File: src/rtl/onehot_rx_fifo.sv
// Receive stage for one-hot codes: validates/encodes each 15-bit code to a 4-bit index,
// buffers it in a DEPTH-entry FIFO, and flags illegal codes (err) and overflow drops (ovf).
// Optional event counter err_cnt is compiled in when ONEHOT_ERR_CNT_EN is defined.
module onehot_rx_fifo #(
    parameter int DEPTH = 4
) (
    input  logic        clk,
    input  logic        rst,
    input  logic [14:0] in,
    input  logic        err_clr,
    output logic        out_valid,
    input  logic        out_ready,
    output logic [3:0]  out,
    output logic        err,
    output logic        ovf
`ifdef ONEHOT_ERR_CNT_EN
    ,
    output logic [7:0]  err_cnt
`endif
);

    localparam int AW = (DEPTH > 1) ? $clog2(DEPTH) : 1;

    logic [3:0]    mem_reg [DEPTH];
    logic [AW-1:0] rd_ptr_reg, rd_ptr_next;
    logic [AW-1:0] wr_ptr_reg, wr_ptr_next;
    logic [AW:0]   count_reg, count_next;
    logic          err_reg, err_next;
    logic          ovf_reg, ovf_next;

    logic [3:0] code_idx;
    logic       code_any, code_single, code_legal, code_illegal;
    logic       full, pop, push, drop;

    // Index bit gi is the OR of every input line whose position has bit gi set.
    generate
        for (genvar gi = 0; gi < 4; gi++) begin : g_enc
            logic [14:0] mask;
            for (genvar gk = 0; gk < 15; gk++) begin : g_mask
                assign mask[gk] = 1'(gk >> gi);
            end
            assign code_idx[gi] = |(in & mask);
        end
    endgenerate

    assign code_any     = (in != 15'd0);
    assign code_single  = ((in & (in - 15'd1)) == 15'd0);
    assign code_legal   = code_any && code_single;
    assign code_illegal = code_any && !code_single;

    assign full = (count_reg == (AW+1)'(DEPTH));
    assign pop  = out_valid && out_ready;
    assign push = code_legal && (!full || pop);
    assign drop = code_legal && full && !pop;

    always_comb begin
        rd_ptr_next = rd_ptr_reg;
        wr_ptr_next = wr_ptr_reg;
        count_next  = count_reg;
        if (pop) begin
            rd_ptr_next = rd_ptr_reg + AW'(1);
        end
        if (push) begin
            wr_ptr_next = wr_ptr_reg + AW'(1);
        end
        if (push && !pop) begin
            count_next = count_reg + (AW+1)'(1);
        end else if (pop && !push) begin
            count_next = count_reg - (AW+1)'(1);
        end
        // Set wins over clear when both happen in the same cycle.
        err_next = code_illegal || (err_reg && !err_clr);
        ovf_next = drop || (ovf_reg && !err_clr);
    end

    always_ff @(posedge clk) begin
        if (rst) begin
            rd_ptr_reg <= '0;
            wr_ptr_reg <= '0;
            count_reg  <= '0;
            err_reg    <= 1'b0;
            ovf_reg    <= 1'b0;
        end else begin
            rd_ptr_reg <= rd_ptr_next;
            wr_ptr_reg <= wr_ptr_next;
            count_reg  <= count_next;
            err_reg    <= err_next;
            ovf_reg    <= ovf_next;
        end
    end

    // Storage has no reset; emptiness is tracked by count_reg alone.
    always_ff @(posedge clk) begin
        if (push && !rst) begin
            mem_reg[wr_ptr_reg] <= code_idx;
        end
    end

    assign out_valid = (count_reg != '0);
    assign out       = out_valid ? mem_reg[rd_ptr_reg] : 4'd0;
    assign err       = err_reg;
    assign ovf       = ovf_reg;

`ifdef ONEHOT_ERR_CNT_EN
    logic [7:0] err_cnt_reg, err_cnt_next;
    logic       cnt_event;

    assign cnt_event = code_illegal || drop;

    always_comb begin
        err_cnt_next = err_cnt_reg;
        if (cnt_event) begin
            if (err_clr) begin
                err_cnt_next = 8'd1;
            end else if (err_cnt_reg != 8'hFF) begin
                err_cnt_next = err_cnt_reg + 8'd1;
            end
        end else if (err_clr) begin
            err_cnt_next = 8'd0;
        end
    end

    always_ff @(posedge clk) begin
        if (rst) begin
            err_cnt_reg <= 8'd0;
        end else begin
            err_cnt_reg <= err_cnt_next;
        end
    end

    assign err_cnt = err_cnt_reg;
`endif

endmodule

File: config.mk
export PLATFORM = sky130hd
export DESIGN_NAME = onehot_rx_fifo
export DESIGN_NICKNAME = d
export VERILOG_FILES = /design/src/rtl/onehot_rx_fifo.sv
export SDC_FILE = /design/constraint.sdc
export NUM_CORES = 1
export LEC_CHECK = 0
export CORE_UTILIZATION = 35
export CTS_CLUSTER_SIZE = 10
export DETAILED_ROUTE_END_ITERATION = 8
export PLACE_DENSITY = 0.59
export SLEW_MARGIN = 20
export SYNTH_ARGS = -nofsm -noshare
export SYNTH_HDL_FRONTEND = slang
export SYNTH_SLANG_ARGS = --single-unit
export TNS_END_PERCENT = 1
File: constraint.sdc
create_clock -name clk -period 3.7 [get_ports clk]
set_input_delay 0.37 -clock clk [delete_from_list [all_inputs] [get_ports clk]]
set_output_delay 0.37 -clock clk [all_outputs]
set_load 0.01 [all_outputs]
==> impl_metrics.csv <==
group,metric,value,unit
timing,final_worst_path_setup_slack,0.1976,ns
synthesis,yosys.cell_types.count,39,
timing,worst-slew-pin-transition,0.6703,ns
worst_hold_path,worstHoldPathType,"flip-flop to flip-flop",
timing,totalNegativeSetupSlack,0,ns
critical_path,critPathTopFamily,"simple AND/OR/NAND/NOR gates",
synthesis,synth-seq-cells,27,
route,first_pass_iters,4,
placed_design,port-buffer-count,25,
critical_path,setup.worst_path.class,"input pin to flip-flop",
cts,tritoncts,"done",
cts,ctsRootBufferMaster,"sky130_fd_sc_hd__clkbuf_8",
timing,report.final.setup_viol,0,
status,outcome,"complete, no violations",
timing,period_share,0.9466,
timing,fin_crit,3.502,ns
global_routing,grt.overflow.total,0,
timing,max_slew_margin,0.5468,
timing,final.setup_skew,0.01311,ns
pwr,p_leak,0.6606,nW
synthesis,synth.cell_area,0.001386,mm²
timing,max_clock_freq,285.5,MHz
critical_path,crit_path_end_kind,"flip-flop",
timing,grt_setup_unrepaired,"false",
global_routing,wire_length_of_the_first_global_routing_pass,4.353,mm
placed_design,place_ws,-0.08814,ns
floorplanning,fp.dieArea,0.004217,mm²
global_routing,grt_util_all_layers,0.1345,
critical_path,critical-path-max-stage-delay,0.55,ns
route,via_per_inst,5.059,
floorplanning,floorplan.initialDensity,0.3731,
pwr,vdd.ir_drop.worst,151.3,µV
cts,postCtsHoldBufs,0,
critical_path,crit_path_frequent_cell,"sky130_fd_sc_hd__inv_1",
synthesis,syn-mean-instance-area,12.49,µm²
cts,post_cts_resize_count,0,
route,post_detailed_route_wirelength_per_cell,12.59,µm
cells_and_area,final-instance-count-excl-fill,203,
critical_path,worstPathBufferInverterCount,3,
synthesis,synth_top_flop_cell,"sky130_fd_sc_hd__edfxtp_1",
cells_and_area,fin_nets,181,
synthesis,yosys_warnings,0,
route,first_iter_violations,11,
synthesis,mappedNetlistNets,136,
critical_path,critical_path.max_fanout,5,
cells_and_area,syn2layout_area_growth,34.39,%
cts,cts.path.max_buffers,2,
cts,insertion_delay,0.27,ns
floorplanning,number_of_core_rows,22,
cts,cts_made_buffers,3,
cts,clock_pin_slew_of_the_registers_on_the_worst_case_setup_and_hold_paths,0.09,ns
synthesis,async_set_reset_flop_share_out_of_synthesis,0,
critical_path,worst-endpoint-required,3.89,ns
global_routing,first_global_vias,1018,
floorplanning,die_width,64.94,µm
critical_path,startpoint_type,"input pin",
route,drtAntennaViolNets,0,
floorplanning,coreArea,0.003716,mm²
route,finalWirelength,2.556,mm
timing,hold_viol,0,
floorplanning,floorplan.io_pins,26,
cells_and_area,insertedDiodeCount,0,
global_routing,grt_antenna_before_repair,0,
pwr,power_density,411.3,mW/mm²
synthesis,synth_seq_area_share,0.5054,
synthesis,post_synth_edffs,16,
critical_path,critPathSlowestCell,"sky130_fd_sc_hd__or4_4",
cells_and_area,largest_register_ff_count,16,
cells_and_area,layout_cell_share_with_drive_strength_beyond_1,0.2323,
route,route.vias.total,1027,
global_routing,pin_count_of_the_biggest_net_entering_global_routing,16,
synthesis,synthCells,111,
floorplanning,die_height,64.94,µm
placed_design,gp_routability_congestion,0.7829,
critical_path,worst_path_cell_trace,"clkdlybuf4s50_1, or4_4, or2_4, a2111o_1, a31oi_4, nand3_2, inv_1, ha_1, inv_1, fa_1, xor2_1, or3_1, a21oi_1",
critical_path,critPathArrivalTime,3.70,ns
job,cap_violations,0,
placed_design,post-place-cells,199,
placed_design,post-dp-hpwl,2.186,mm
cts,cts.sinks,27,
cts,htreeDepth,1,
pwr,power,0.7663,mW
cts,cts_post_setup_buffers_inserted,0,
timing,final_max_slew_viol_count,0,
route,drc,0,
==> kinds of logic after synthesis <==
family / synth area share
AND/OR/NAND/NOR: 0.1886
flip-flops: 0.5054
buffers and inverters: 0.01624
AO/OA/AOI/OAI: 0.1182
XOR/XNOR: 0.02527
adder cells (fa/ha/maj): 0.07401
multiplexers: 0.07221
==> cell type report <==
cell class | count | area [µm²]
inverter | 4 | 15.01
tap | 48 | 60.06
multi-input combinational | 78 | 663.1
timing repair buffer | 42 | 377.9
sequential | 27 | 700.7
clock inverter | 1 | 5.005
fill | 357 | 1853
clock buffer | 3 | 41.29
==> power breakdown <==
part | leakage [nW] | total [mW] | switching (mW) | internal (mW)
registers | 0.268 | 0.378 | 0.0340 | 0.344
clock network | 0.0255 | 0.157 | 0.0818 | 0.0751
logic | 0.367 | 0.231 | 0.103 | 0.129
total | 0.661 | 0.766 | 0.219 | 0.548
==> worst min-delay path, cell delays in order, from the launching register on <==
cell and delay [ns]:
sky130_fd_sc_hd__dfxtp_1 0.32, sky130_fd_sc_hd__nand2b_1 0.06, sky130_fd_sc_hd__a21oi_1 0.05
==> synth_stat cells (2+ instances only) <==
cell | number | share of area
sky130_fd_sc_hd__nor4_1 | 3 | 0.014
sky130_fd_sc_hd__xor2_1 | 4 | 0.025
sky130_fd_sc_hd__edfxtp_1 | 16 | 0.35
sky130_fd_sc_hd__or2_2 | 2 | 0.0090
sky130_fd_sc_hd__nor3b_1 | 4 | 0.022
sky130_fd_sc_hd__nand4_1 | 2 | 0.0090
sky130_fd_sc_hd__maj3_1 | 2 | 0.014
sky130_fd_sc_hd__and2_1 | 4 | 0.018
sky130_fd_sc_hd__a2111o_1 | 4 | 0.032
sky130_fd_sc_hd__or4_1 | 3 | 0.016
sky130_fd_sc_hd__mux4_2 | 4 | 0.065
sky130_fd_sc_hd__nand2b_1 | 2 | 0.0090
sky130_fd_sc_hd__clkbuf_1 | 2 | 0.0054
sky130_fd_sc_hd__a21oi_1 | 4 | 0.014
sky130_fd_sc_hd__dfxtp_1 | 11 | 0.16
sky130_fd_sc_hd__nor3_1 | 3 | 0.011
sky130_fd_sc_hd__or3_1 | 3 | 0.014
sky130_fd_sc_hd__nor2_1 | 6 | 0.016
sky130_fd_sc_hd__ha_1 | 5 | 0.045
sky130_fd_sc_hd__inv_1 | 4 | 0.011
sky130_fd_sc_hd__nand2_1 | 3 | 0.0081
sky130_fd_sc_hd__o21ai_0 | 3 | 0.011
==> routing by layer <==
metal	global-route usage	up-vias	wire length [µm]
met5	0	-	0
met4	0.05833	0	30
met3	0.007042	2	71
met2	0.2565	20	1346
met1	0.1521	480	1108
li1	-	525	-
==> final timing paths <==
path	end	slack, ns	startpoint	depth (start not counted)
worst min-delay path	ovf	0.48	ovf	2
worst min register to register	ovf	0.48	ovf	2
worst max-delay path	count_reg[2]	0.20	in[0]	13
worst max register to register	count_reg[2]	1.27	count_reg[0]	10
==> stage by stage <==
stage / cell area (µm²) / util / hold slack, ns
final: 1863 / 0.5013 / 0.4778
after global routing: 1863 / 0.5013 / 0.5274
after floorplan: 1386 / - / 0.4619
after detailed placement: 1817 / 0.4889 / 0.4693
after CTS: 1863 / 0.5013 / 0.4834
after global placement: 1817 / 0.4889 / 0.4575
==> layout by cell type (no fill, tap or decap), types with 2 or more instances in the layout <==
master                             n
sky130_fd_sc_hd__a2111o_1          4
sky130_fd_sc_hd__a21oi_1           4
sky130_fd_sc_hd__and2_1            4
sky130_fd_sc_hd__buf_4            17
sky130_fd_sc_hd__clkbuf_8          3
sky130_fd_sc_hd__clkdlybuf4s50_1  25
sky130_fd_sc_hd__dfxtp_1          11
sky130_fd_sc_hd__edfxtp_1         16
sky130_fd_sc_hd__ha_1              5
sky130_fd_sc_hd__inv_1             4
sky130_fd_sc_hd__maj3_1            2
sky130_fd_sc_hd__mux4_2            4
sky130_fd_sc_hd__nand2_1           3
sky130_fd_sc_hd__nand2b_1          2
sky130_fd_sc_hd__nand4_1           2
sky130_fd_sc_hd__nor2_1            6
sky130_fd_sc_hd__nor3_1            3
sky130_fd_sc_hd__nor3b_1           4
sky130_fd_sc_hd__nor4_1            3
sky130_fd_sc_hd__o21ai_0           3
sky130_fd_sc_hd__or2_2             2
sky130_fd_sc_hd__or3_1             3
sky130_fd_sc_hd__or4_1             3
sky130_fd_sc_hd__xor2_1            4
No activity file was read; power rests on OpenSTA's default activity.
